File: src/rtl/rv32_pkg.sv
// Shared RV32 execute-stage types: ALU/branch/md opcodes, pipeline registers, md helpers.
package rv32_pkg;

    typedef enum logic [3:0] {
        ALU_ADD, ALU_SUB, ALU_AND, ALU_OR, ALU_XOR, ALU_SLL,
        ALU_SRL, ALU_SRA, ALU_SLT, ALU_SLTU, ALU_PASSB
    } alu_op_e;

    typedef enum logic [3:0] {
        BR_NONE, BR_EQ, BR_NE, BR_LT, BR_GE, BR_LTU, BR_GEU, BR_JAL, BR_JALR
    } br_op_e;

    typedef enum logic [2:0] {
        MD_MUL, MD_MULH, MD_MULHSU, MD_MULHU, MD_DIV, MD_DIVU, MD_REM, MD_REMU
    } md_op_e;

    typedef enum logic [1:0] {S_IDLE, S_MUL, S_DIV, S_DONE} md_state_e;

    localparam int          DIV_ITERS  = 32;
    localparam logic [31:0] DIV_ZERO_Q = '1;

    typedef struct packed {
        logic        valid;
        logic [31:0] pc;
        logic [31:0] rs1_data;
        logic [31:0] rs2_data;
        logic [31:0] imm;
        logic [4:0]  rd;
        alu_op_e     alu_op;
        logic        alu_src_imm;
        br_op_e      br_op;
        logic        reg_write;
        logic        mem_read;
        logic        mem_write;
    } id_ex_pipeline_reg_t;

    // Same layout as id_ex_pipeline_reg_t plus the md controls at the tail.
    typedef struct packed {
        logic        valid;
        logic [31:0] pc;
        logic [31:0] rs1_data;
        logic [31:0] rs2_data;
        logic [31:0] imm;
        logic [4:0]  rd;
        alu_op_e     alu_op;
        logic        alu_src_imm;
        br_op_e      br_op;
        logic        reg_write;
        logic        mem_read;
        logic        mem_write;
        logic        md_en;
        md_op_e      md_op;
    } id_ex_md_reg_t;

    typedef struct packed {
        logic        valid;
        logic [31:0] pc;
        logic [31:0] alu_result;
        logic [31:0] rs2_data;
        logic [4:0]  rd;
        logic        reg_write;
        logic        mem_read;
        logic        mem_write;
    } ex_mem_pipeline_reg_t;

    function automatic logic md_is_div(md_op_e op);
        return op inside {MD_DIV, MD_DIVU, MD_REM, MD_REMU};
    endfunction

    function automatic logic md_is_sdiv(md_op_e op);
        return op inside {MD_DIV, MD_REM};
    endfunction

endpackage

File: src/rtl/alu.sv
// Base single-cycle integer ALU.
module alu
    import rv32_pkg::*;
(
    input  logic [31:0] a_i,
    input  logic [31:0] b_i,
    input  alu_op_e     op_i,
    output logic [31:0] result_o
);
    always_comb begin
        result_o = '0;
        case (op_i)
            ALU_ADD:   result_o = a_i + b_i;
            ALU_SUB:   result_o = a_i - b_i;
            ALU_AND:   result_o = a_i & b_i;
            ALU_OR:    result_o = a_i | b_i;
            ALU_XOR:   result_o = a_i ^ b_i;
            ALU_SLL:   result_o = a_i << b_i[4:0];
            ALU_SRL:   result_o = a_i >> b_i[4:0];
            ALU_SRA:   result_o = $unsigned($signed(a_i) >>> b_i[4:0]);
            ALU_SLT:   result_o = {31'b0, $signed(a_i) < $signed(b_i)};
            ALU_SLTU:  result_o = {31'b0, a_i < b_i};
            ALU_PASSB: result_o = b_i;
            default:   result_o = '0;
        endcase
    end
endmodule

File: src/rtl/branch_unit.sv
// Base branch/jump resolution: condition evaluation and target computation.
module branch_unit
    import rv32_pkg::*;
(
    input  logic [31:0] pc_i,
    input  logic [31:0] a_i,
    input  logic [31:0] b_i,
    input  logic [31:0] imm_i,
    input  br_op_e      op_i,
    output logic        taken_o,
    output logic [31:0] target_o
);
    always_comb begin
        taken_o = 1'b0;
        case (op_i)
            BR_EQ:           taken_o = (a_i == b_i);
            BR_NE:           taken_o = (a_i != b_i);
            BR_LT:           taken_o = ($signed(a_i) <  $signed(b_i));
            BR_GE:           taken_o = ($signed(a_i) >= $signed(b_i));
            BR_LTU:          taken_o = (a_i <  b_i);
            BR_GEU:          taken_o = (a_i >= b_i);
            BR_JAL, BR_JALR: taken_o = 1'b1;
            default:         taken_o = 1'b0;
        endcase
        target_o = (op_i == BR_JALR) ? ((a_i + imm_i) & ~32'd1) : (pc_i + imm_i);
    end
endmodule

File: src/rtl/ex_stage_md_md_unit.sv
// RV32M multiply/divide engine: launch latches, multi-cycle multiplier, restoring divider.
module md_unit
    import rv32_pkg::*;
#(
    parameter int MUL_STAGES = 2
) (
    input  logic        clk_i,
    input  logic        rst_i,
    input  logic        start_i,
    input  logic        kill_i,
    input  logic        hold_i,
    input  md_op_e      op_i,
    input  logic [31:0] a_i,
    input  logic [31:0] b_i,
    output logic        busy_o,
    output logic        done_o,
    output logic [31:0] result_o
);
    md_state_e   state_q;
    md_op_e      op_q;
    logic [5:0]  cnt_q;
    logic [31:0] op_a_q, op_b_q, quo_q, rem_q, quo_d, rem_d;
    logic [31:0] abs_a_i, abs_b, q_fix, r_fix;
    logic [32:0] trial, diff;
    logic [63:0] ma, mb, prod;
    logic        sdiv_i, sdiv, b_zero, ovf, special_i;

    assign sdiv_i    = md_is_sdiv(op_i);
    assign abs_a_i   = (sdiv_i && a_i[31]) ? -a_i : a_i;
    assign special_i = (b_i == '0) || (sdiv_i && a_i == 32'h8000_0000 && b_i == '1);

    assign sdiv   = md_is_sdiv(op_q);
    assign abs_b  = (sdiv && op_b_q[31]) ? -op_b_q : op_b_q;
    assign b_zero = (op_b_q == '0);
    assign ovf    = sdiv && op_a_q == 32'h8000_0000 && op_b_q == '1;

    // One restoring step: shift the next dividend bit into the partial remainder.
    assign trial = {rem_q, quo_q[31]};
    assign diff  = trial - {1'b0, abs_b};
    assign rem_d = diff[32] ? trial[31:0] : diff[31:0];
    assign quo_d = {quo_q[30:0], ~diff[32]};

    assign q_fix = (sdiv && (op_a_q[31] ^ op_b_q[31])) ? -quo_q : quo_q;
    assign r_fix = (sdiv && op_a_q[31]) ? -rem_q : rem_q;

    assign ma   = {{32{(op_q == MD_MULH || op_q == MD_MULHSU) && op_a_q[31]}}, op_a_q};
    assign mb   = {{32{(op_q == MD_MULH) && op_b_q[31]}}, op_b_q};
    assign prod = ma * mb;

    always_comb begin
        result_o = prod[31:0];
        case (op_q)
            MD_MULH, MD_MULHSU, MD_MULHU: result_o = prod[63:32];
            MD_DIV, MD_DIVU: result_o = b_zero ? DIV_ZERO_Q : (ovf ? 32'h8000_0000 : q_fix);
            MD_REM, MD_REMU: result_o = b_zero ? op_a_q : (ovf ? 32'h0 : r_fix);
            default:         result_o = prod[31:0];
        endcase
    end

    assign busy_o = (state_q == S_MUL) || (state_q == S_DIV);
    assign done_o = (state_q == S_DONE);

    always_ff @(posedge clk_i) begin
        if (rst_i) begin
            state_q <= S_IDLE;
            op_q    <= MD_MUL;
            cnt_q   <= '0;
            op_a_q  <= '0;
            op_b_q  <= '0;
            quo_q   <= '0;
            rem_q   <= '0;
        end else if (kill_i) begin
            state_q <= S_IDLE;
            cnt_q   <= '0;
        end else begin
            case (state_q)
                S_IDLE: if (start_i) begin
                    op_q   <= op_i;
                    op_a_q <= a_i;
                    op_b_q <= b_i;
                    quo_q  <= abs_a_i;
                    rem_q  <= '0;
                    if (md_is_div(op_i)) begin
                        state_q <= S_DIV;
                        cnt_q   <= special_i ? 6'd1 : 6'(DIV_ITERS);
                    end else if (MUL_STAGES == 1) begin
                        state_q <= S_DONE;
                        cnt_q   <= '0;
                    end else begin
                        state_q <= S_MUL;
                        cnt_q   <= 6'(MUL_STAGES - 1);
                    end
                end
                S_MUL: begin
                    cnt_q <= cnt_q - 6'd1;
                    if (cnt_q == 6'd1) state_q <= S_DONE;
                end
                S_DIV: begin
                    cnt_q <= cnt_q - 6'd1;
                    quo_q <= quo_d;
                    rem_q <= rem_d;
                    if (cnt_q == 6'd1) state_q <= S_DONE;
                end
                S_DONE:  if (!hold_i) state_q <= S_IDLE;
                default: state_q <= S_IDLE;
            endcase
        end
    end
endmodule

File: src/rtl/ex_stage_md.sv
// Execute stage: forwarding muxes, ALU, branch resolution and the multi-cycle md unit.
module ex_stage_md
    import rv32_pkg::*;
#(
    parameter int NUM_FWD    = 2,
    parameter int MUL_STAGES = 2,
    parameter int DIV_EN     = 1
) (
    input  logic                             clk_i,
    input  logic                             rst_i,
    input  id_ex_md_reg_t                    id_ex_i,
    input  logic [$clog2(NUM_FWD+1)-1:0]     fwd_sel_a_i,
    input  logic [$clog2(NUM_FWD+1)-1:0]     fwd_sel_b_i,
    input  logic [NUM_FWD-1:0][31:0]         fwd_data_i,
    input  logic                             mem_ready_i,
    input  logic                             flush_i,
    output logic                             stall_o,
    output logic [31:0]                      branch_target_o,
    output logic                             branch_taken_o,
    output ex_mem_pipeline_reg_t             ex_mem_o
);
    logic [31:0] op_a, op_b, alu_b, alu_res, md_res;
    logic        br_taken, md_busy, md_done, md_go, launch;
    ex_mem_pipeline_reg_t ex_mem_d, ex_mem_q;

    always_comb begin
        op_a = id_ex_i.rs1_data;
        op_b = id_ex_i.rs2_data;
        for (int k = 1; k <= NUM_FWD; k++) begin
            if (int'(fwd_sel_a_i) == k) op_a = fwd_data_i[k-1];
            if (int'(fwd_sel_b_i) == k) op_b = fwd_data_i[k-1];
        end
    end

    assign alu_b = id_ex_i.alu_src_imm ? id_ex_i.imm : op_b;

    alu u_alu (.a_i(op_a), .b_i(alu_b), .op_i(id_ex_i.alu_op), .result_o(alu_res));

    branch_unit u_br (
        .pc_i(id_ex_i.pc), .a_i(op_a), .b_i(op_b), .imm_i(id_ex_i.imm),
        .op_i(id_ex_i.br_op), .taken_o(br_taken), .target_o(branch_target_o)
    );

    // Without a divider, divides take the single-cycle path and return 0.
    assign md_go  = id_ex_i.valid & id_ex_i.md_en & ((DIV_EN != 0) | !md_is_div(id_ex_i.md_op));
    assign launch = md_go & mem_ready_i & !flush_i & !md_busy & !md_done;

    md_unit #(.MUL_STAGES(MUL_STAGES)) u_md (
        .clk_i(clk_i), .rst_i(rst_i), .start_i(launch), .kill_i(flush_i),
        .hold_i(!mem_ready_i), .op_i(id_ex_i.md_op), .a_i(op_a), .b_i(op_b),
        .busy_o(md_busy), .done_o(md_done), .result_o(md_res)
    );

    assign stall_o        = !rst_i & !flush_i & (md_busy | launch | !mem_ready_i);
    assign branch_taken_o = br_taken & !stall_o & !flush_i & !rst_i & id_ex_i.valid;

    always_comb begin
        ex_mem_d = ex_mem_q;
        if (flush_i) begin
            ex_mem_d = '0;
        end else if (mem_ready_i) begin
            if (md_busy || launch) begin
                ex_mem_d = '0;
            end else begin
                ex_mem_d.valid      = id_ex_i.valid;
                ex_mem_d.pc         = id_ex_i.pc;
                ex_mem_d.rs2_data   = op_b;
                ex_mem_d.rd         = id_ex_i.rd;
                ex_mem_d.reg_write  = id_ex_i.reg_write;
                ex_mem_d.mem_read   = id_ex_i.mem_read;
                ex_mem_d.mem_write  = id_ex_i.mem_write;
                ex_mem_d.alu_result = md_done ? md_res : (id_ex_i.md_en ? 32'h0 : alu_res);
            end
        end
    end

    always_ff @(posedge clk_i) begin
        if (rst_i) ex_mem_q <= '0;
        else       ex_mem_q <= ex_mem_d;
    end

    assign ex_mem_o = ex_mem_q;
endmodule

File: config.mk
export PLATFORM = sky130hd
export DESIGN_NAME = ex_stage_md
export DESIGN_NICKNAME = d
export VERILOG_FILES = /design/src/rtl/rv32_pkg.sv /design/src/rtl/alu.sv /design/src/rtl/branch_unit.sv /design/src/rtl/ex_stage_md_md_unit.sv /design/src/rtl/ex_stage_md.sv
export SDC_FILE = /design/constraint.sdc
export NUM_CORES = 2
export LEC_CHECK = 0
export CAP_MARGIN = 20
export CORE_MARGIN = 2
export CORE_UTILIZATION = 56
export DETAILED_ROUTE_END_ITERATION = 12
export PLACE_DENSITY = 0.72
export REMOVE_ABC_BUFFERS = 1
export SLEW_MARGIN = 5
export SYNTH_ARGS = -nofsm -noshare
export SYNTH_HDL_FRONTEND = slang
export SYNTH_SLANG_ARGS = --single-unit
File: constraint.sdc
create_clock -name clk_i -period 15.25 [get_ports clk_i]
set_input_delay 3.05 -clock clk_i [delete_from_list [all_inputs] [get_ports clk_i]]
set_output_delay 3.05 -clock clk_i [all_outputs]
set_load 0.01 [all_outputs]
**After elaboration in Yosys (flattened, before gate mapping)**

Cells that the tools add are included.

- Register bits after elaboration: 244
- Input port bits: 222
- Output and inout port bits: 139
- Logic and storage cells: 173

- Shifts and indexed selects: 3
- Muxes and demuxes: 34
- $mul: 1
- $lt $le $gt $ge: 6
- Equality and inequality tests: 46
- $add $sub $neg: 10
- Reduce and logical (&&, ||, !) cells: 39
- Bitwise gates (word level): 19

Operator list:

| operator | number |
|---|---|
| 32-bit two-way mux | 19 |
| 32-bit one-hot mux with 11 select lines | 1 |
| 32-bit equality test (second input constant) | 4 |
| 32-bit < comparator | 4 |
| 32-bit negator | 4 |
| 32-bit one-hot mux with 2 select lines | 2 |
| 105-bit two-way mux | 1 |
| 32-bit adder | 3 |
| 32-bit one-hot mux with 3 select lines | 1 |
| 32-bit greater-or-equal comparator | 2 |
| 32-bit logical NOT | 2 |
| 33-bit by 33-bit multiplier with 64-bit output | 1 |
| 33-bit by 32-bit subtractor with 33-bit output | 1 |
| 32-bit AND | 1 |
| 32-bit equality test | 1 |
| 4-bit by 3-bit equality test with 1-bit output (second input constant) | 8 |
| 32-bit != test | 1 |
| 32-bit bitwise OR | 1 |
| 32-bit by 5-bit << shifter with 32-bit output | 1 |
| 32-bit by 5-bit >> shifter with 32-bit output | 1 |
| 32-bit by 5-bit >>> shifter with 32-bit output | 1 |
| 32-bit subtractor | 1 |
| 32-bit bitwise XOR | 1 |
| 3-bit equality test (second input constant) | 8 |
| other kinds (31) | 88 |

**Depth between registers and ports, before layout**

- Depth after elaboration: 13
- Depth in mapped cells: 34
- Gate-level depth less buffers: 31

**Cells and area by module**

A second synthesis with hierarchy kept.

- Cell total of the unflattened synthesis: 8622
- Area, all modules: 69571.7 um2

By module, submodules not included:

| module | cells an instance | seq. area each (um2) | times used | area each (um2) |
|---|---|---|---|---|
| md_unit | 5940 | 2782.7 | 1 | 49591.3 |
| alu | 1241 | 0.0 | 1 | 8587.0 |
| ex_stage_md | 829 | 2102.0 | 1 | 7059.3 |
| branch_unit | 612 | 0.0 | 1 | 4334.2 |

**Worst setup path after synthesis**

No wires, ideal clock.

- Kind: input-to-output
- From: in fwd_sel_a_i[0]
- To: out branch_taken_o
- Buffers on the path: 4
- Setup slack: 5.321 ns
- Arrival: 6.879 ns
- Required time: 12.200 ns
- Cell stages on the path: 20
- Cells stage by stage: buf_4 -> buf_6 -> buf_4 -> mux2i_1 -> mux2_2 -> inv_1 -> ha_1 -> nor2b_1 -> o21a_1 -> o21a_1 -> o21a_1 -> o21a_1 -> o211ai_1 -> a21oi_1 -> or3_1 -> clkbuf_1 -> mux2i_1 -> a2111oi_0 -> a221oi_1 -> nor4_1

- Longest elaborated chain between the ends: 9
- Elaborated cells on any way between the ends: 15
- Classes of those cells: order compare: 4; eq/ne: 4; mux: 3; bitwise: 4

RTL lines:

| item | line | source |
|---|---|---|
| start, declared | ex_stage_md.sv:12 | `input logic [$clog2(NUM_FWD+1)-1:0] fwd_sel_a_i,` |
| 2-bit equality test | ex_stage_md.sv:30 | `if (int'(fwd_sel_a_i) == k) op_a = fwd_data_i[k-1];` |
| 32-bit two-way mux | ex_stage_md.sv:30 |  |
| 32-bit two-way mux (*) | ex_stage_md.sv:30 |  |
| net op_a[1] | ex_stage_md.sv:22 | `logic [31:0] op_a, op_b, alu_b, alu_res, md_res;` |
| 32-bit greater-or-equal comparator, or another cell as far along | branch_unit.sv:21 | `BR_GEU: taken_o = (a_i >= b_i);` |
| 1-bit one-hot mux with 7 select lines (*) | branch_unit.sv:15 | `case (op_i)` |
| 1-bit AND (*) (4 in a row) | ex_stage_md.sv:55 | `assign branch_taken_o = br_taken & !stall_o & !flush_i & !rst_i & id_ex_i.valid;` |
| end, declared | ex_stage_md.sv:19 | `output logic branch_taken_o,` |

The timed path passes the listed nets; every way through them passes the cells marked *.

**Final worst setup path**

Same ends and word-level chain as after synthesis.

==> flow_results.org <==
** Final layout
- Fraction of final layout cells with drive strength greater than 1 :: 0.0416
- After filler insertion, the fill cell instance count of the layout stands at 10400.
- For this run, the post-layout net count is 10300.
- Registers take 4890 µm².
- The finished cells cover 73200 µm².
- The area growth from synthesis to layout is 8.93%.
- Multi-input logic area :: 55300 µm²

** STA
- Clock skew on the completed layout was measured at 0.0653 ns.
- Setup repair after global routing left no endpoint under its margin.
- The max-slew violation count is 0.
- Setup violations remaining at the end of the flow were counted as 0.
- Derived from the worst setup path, the maximum achievable clock frequency is 0.0829 GHz.
- The number of hold violations in the final report came to 0.
- Summed over all failing endpoints, the final setup total negative slack is 0 ns.
- Minimum hold slack :: 0.457 ns
- Ratio of final minimum period to clock period :: 0.791
- Final period demand of the worst path :: 12.06 ns
- Slew HR :: 0.156
- For the pin with the worst max-slew slack, the measured transition is 1.26 ns.

** Power
- Part of the total power dissipated in sequential elements :: 0.207
- The internal portion of the total power is 1.72 mW.
- Power spread over the standard cell area amounts to 44.7 nW/µm².
- In this run the power spent charging and discharging nets is 1.55 mW.
- In this run the static leakage power is 32.4 nW.
- Fraction of power consumed by combinational cells :: 0.530
- Across the VDD grid, the largest voltage drop is 81.3 µV.
- Switching portion of total power :: 0.474
- Of the total power, the clock network draws 0.263.

** Synth
- The synthesized netlist contains 99 unique library cells.
- By area the synthesized netlist is led by fa_1, ha_1, inv_1.
- After synthesis the cells add up to 67200 µm².
- The share of synthesized area in the top cell type comes to 0.337.
- Mean post-synth cell area :: 7.94 µm²
- Warnings from Yosys :: 0
- Post-synthesis cell type with the largest combined area :: fa_1
- Async S/R FF share, synth :: 0
- Of the synthesized area, sequential elements account for 0.0727.
- Count of flip-flops with a built-in enable after synthesis :: 0
- For this run, the leading register cell type out of synthesis is dfxtp_1.
- Number of storage elements in the synthesis netlist :: 244
- Syn Inst Count :: 8465

** Place
- Routability-driven placement finished with a final weighted congestion of 1.05.
- Cell area reported after detailed placement :: 72000 µm²
- Buffers placed on the I/O ports in this run total 360.
- Detailed placement ended at an HPWL of 227 mm.

** Global route
- Wire length of the first global-routing pass :: 422 mm
- Initial antenna violation count :: 26
- Entering global routing, the biggest net connects 73 pins.
- Via count of the first global-routing pass :: 65400
- For this run, the total global-route usage over all layers was measured as 0.467.
- Total congestion overflow :: 0

** Worst setup path
- STA classifies the critical path endpoint as an output port.
- Data on the critical path is required at its endpoint by 12.20 ns.
- Critical R2R Launch :: u_md.op_b_q[13]$_SDFFE_PP0P_
- In this run the critical register-to-register path is captured at ex_mem_o[45]$_SDFFE_PN0P_.
- The most critical setup path has its endpoint at branch_taken_o.
- Across all register-to-register paths, the minimum setup slack is 4.52 ns.
- Kind of critical path :: in2out
- Data arrival time of the critical path :: 9.01 ns
- Along the worst path, the maximum fanout reaches 35.
- Count of cells along the worst register-to-register path :: 27
- The worst setup path is launched from an input pin.
- Worst setup path startpoint :: fwd_sel_a_i[0]

** Die
- Initial cell density of the core :: 0.562
- The die covers 123000 µm².
- The floorplan step set the die height to 350 µm.
- The floorplan step defined a core boundary enclosing 119000 µm².
- Io pins :: 361
- After floorplanning, the core was divided into 127 placement rows.
- DIE WIDTH :: 350 µm

** Clock tree
- Setup Fix Bufs, Post-CTS :: 0
- CTS saw 244 sinks.
- The number of hold buffers added after CTS was 0.
- In this run the number of H-tree levels came out at 1.
- CTS buffer count :: 31
- Worst-path clk slew :: 0.07 ns
- TritonCTS clock tree :: built
- Gates resized during post-CTS repair numbered 0.
- Clock latency on the worst-skew pair :: 0.69 ns
- The cell sitting at the root of the clock tree is a clkbuf_16.
- Counting along the longest clock path gives a buffer depth of 3.

** Route
- Wire length reported by the detailed router :: 287 mm
- Summing over every cut layer, the via total after detailed routing is 64500.
- Drt via density :: 6.37
- First DRT Iteration DRCs :: 7218
- Post-detailed-route wirelength per cell :: 28.4 µm
- The count of nets left with antenna violations once routing finished came out at 0.
- For this run, design rule violations remaining after detail routing come to 0.
- For this run, the detailed router's first-pass iteration total came to 8.

** Flow run
- Max-cap violations :: 0

** Outcome
- Outcome :: complete, no violations

** Hold path
- The path class of the tightest hold or removal check is reg2reg.
==> Yosys cell counts (20+ instances only) <==
master       n
xor2_1      93
clkbuf_1   433
o21ai_0    370
a221oi_1    34
ha_1       445
fa_1      1130
a21o_1      92
o31ai_1     36
nand4_1     43
or2_2       22
buf_1       72
nor2b_1     31
o21ai_1     48
nand2b_1    52
a22oi_1     72
or3_1       28
o22ai_1     37
xnor2_1    180
o22a_1      31
mux2_2      31
buf_2       29
o221ai_1    36
o21bai_1    34
nor3_1     102
nor4_1      41
a211oi_1    60
nand3_1     63
nand2_1   1198
a21oi_1    556
o21a_1      46
mux2i_1    163
nor2_1     579
inv_1     1308
and2_1     333
a221o_1     20
a31oi_1     56
o211ai_1    48
dfxtp_1    244
==> stage by stage <==
stage	cells	util	power, mW	setup WS, ns
2_1_floorplan	7917	-	1.64	4.91
3_3_place_gp	10100	0.603	2.35	3.43
3_5_place_dp	10100	0.603	2.34	3.34
4_1_cts	10100	0.612	3.20	3.31
5_1_grt	10100	0.612	3.37	2.95
6_report	10100	0.612	3.27	3.19
==> power by group through the flow <==
stage	Clock (mW)	Sequential (mW)	Combinational (mW)
6_report	0.861	0.677	1.74
2_1_floorplan	0	0.710	0.927
3_5_place_dp	0	0.690	1.65
5_1_grt	0.878	0.678	1.82
3_3_place_gp	0	0.689	1.66
4_1_cts	0.861	0.676	1.67
==> worst min path at each step <==
stage | start | to | slack (ns) | cells after the start
3_3_place_gp | u_md.op_a_q[28]$_SDFFE_PP0P_ | u_md.op_a_q[28]$_SDFFE_PP0P_ | 0.44 | 2
3_5_place_dp | u_md.op_a_q[28]$_SDFFE_PP0P_ | u_md.op_a_q[28]$_SDFFE_PP0P_ | 0.45 | 2
4_1_cts | u_md.op_a_q[28]$_SDFFE_PP0P_ | u_md.op_a_q[28]$_SDFFE_PP0P_ | 0.45 | 2
2_1_floorplan | u_md.quo_q[31]$_SDFFE_PP0P_ | u_md.quo_q[31]$_SDFFE_PP0P_ | 0.45 | 2
5_1_grt | u_md.op_a_q[28]$_SDFFE_PP0P_ | u_md.op_a_q[28]$_SDFFE_PP0P_ | 0.47 | 2
6_report | u_md.op_a_q[15]$_SDFFE_PP0P_ | u_md.op_a_q[15]$_SDFFE_PP0P_ | 0.46 | 2
==> metal layers <==
metal / GRT usage / part of all wire / up-vias
met5: 0.00314 / 0.00079 / -
met4: 0.371 / 0.097 / 32
met2: 0.716 / 0.44 / 4266
met3: 0.133 / 0.11 / 1214
met1: 0.551 / 0.35 / 31700
li1: - / - / 27300
==> cells by family after synthesis <==
logic type	count (synthesis)	synth area share
muxes	200	0.0308
xor gates and xnor gates	275	0.0361
and+or+nand+nor	2563	0.171
DFF	244	0.0727
buffers and inverters	1866	0.106
AOI/OAI and AO/OA	1742	0.164
adders and majority gates	1575	0.420
==> flip-flops by register name, indices dropped and copies added, names as in the netlist <==
signal,count
u_md.quo_q,32
u_md.rem_q,32
u_md.state_q,2
u_md.op_b_q,32
ex_mem_o,105
u_md.cnt_q,6
u_md.op_a_q,32
u_md.op_q,3
==> worst max-delay path, stage by stage <==
cell	delay [ns]
buf_4	0.44
buf_4	0.61
mux2_2	0.41
mux2i_1	0.69
inv_2	0.18
ha_1	0.36
nand4_1	0.17
nor4_1	0.89
nand2_1	0.17
or3_1	0.46
nand2_1	0.08
mux2i_1	0.06
a2111oi_0	0.39
a221oi_1	0.17
nor4_1	0.21
clkdlybuf4s50_1	0.62
==> cell usage in the layout (no fill, tap or decap), types with 55 or more instances in the layout <==
master | netlist | routed
a211oi_1 | 60 | 60
a21o_1 | 92 | 92
a21oi_1 | 556 | 556
a22oi_1 | 72 | 72
a31oi_1 | 56 | 55
and2_1 | 333 | 333
buf_4 | 11 | 173
clkdlybuf4s50_1 | 0 | 356
dfxtp_1 | 244 | 240
fa_1 | 1130 | 1130
ha_1 | 445 | 444
inv_1 | 1308 | 1307
mux2i_1 | 163 | 162
nand2_1 | 1198 | 1198
nand3_1 | 63 | 63
nor2_1 | 579 | 574
nor3_1 | 102 | 97
o21ai_0 | 370 | 370
xnor2_1 | 180 | 180
xor2_1 | 93 | 93
==> area by class of cell <==
class | count | share of cell area
flip-flops and latches | 244 | 0.0668
multi-input cells | 6355 | 0.756
repair buffers | 531 | 0.0666
diodes | 8 | 0.000274
clock buffers | 35 | 0.0111
well taps | 1612 | 0.0276
clock inverters | 22 | 0.00427
inverters | 1318 | 0.0676
Note: power is estimated with default switching activity, not from simulation.
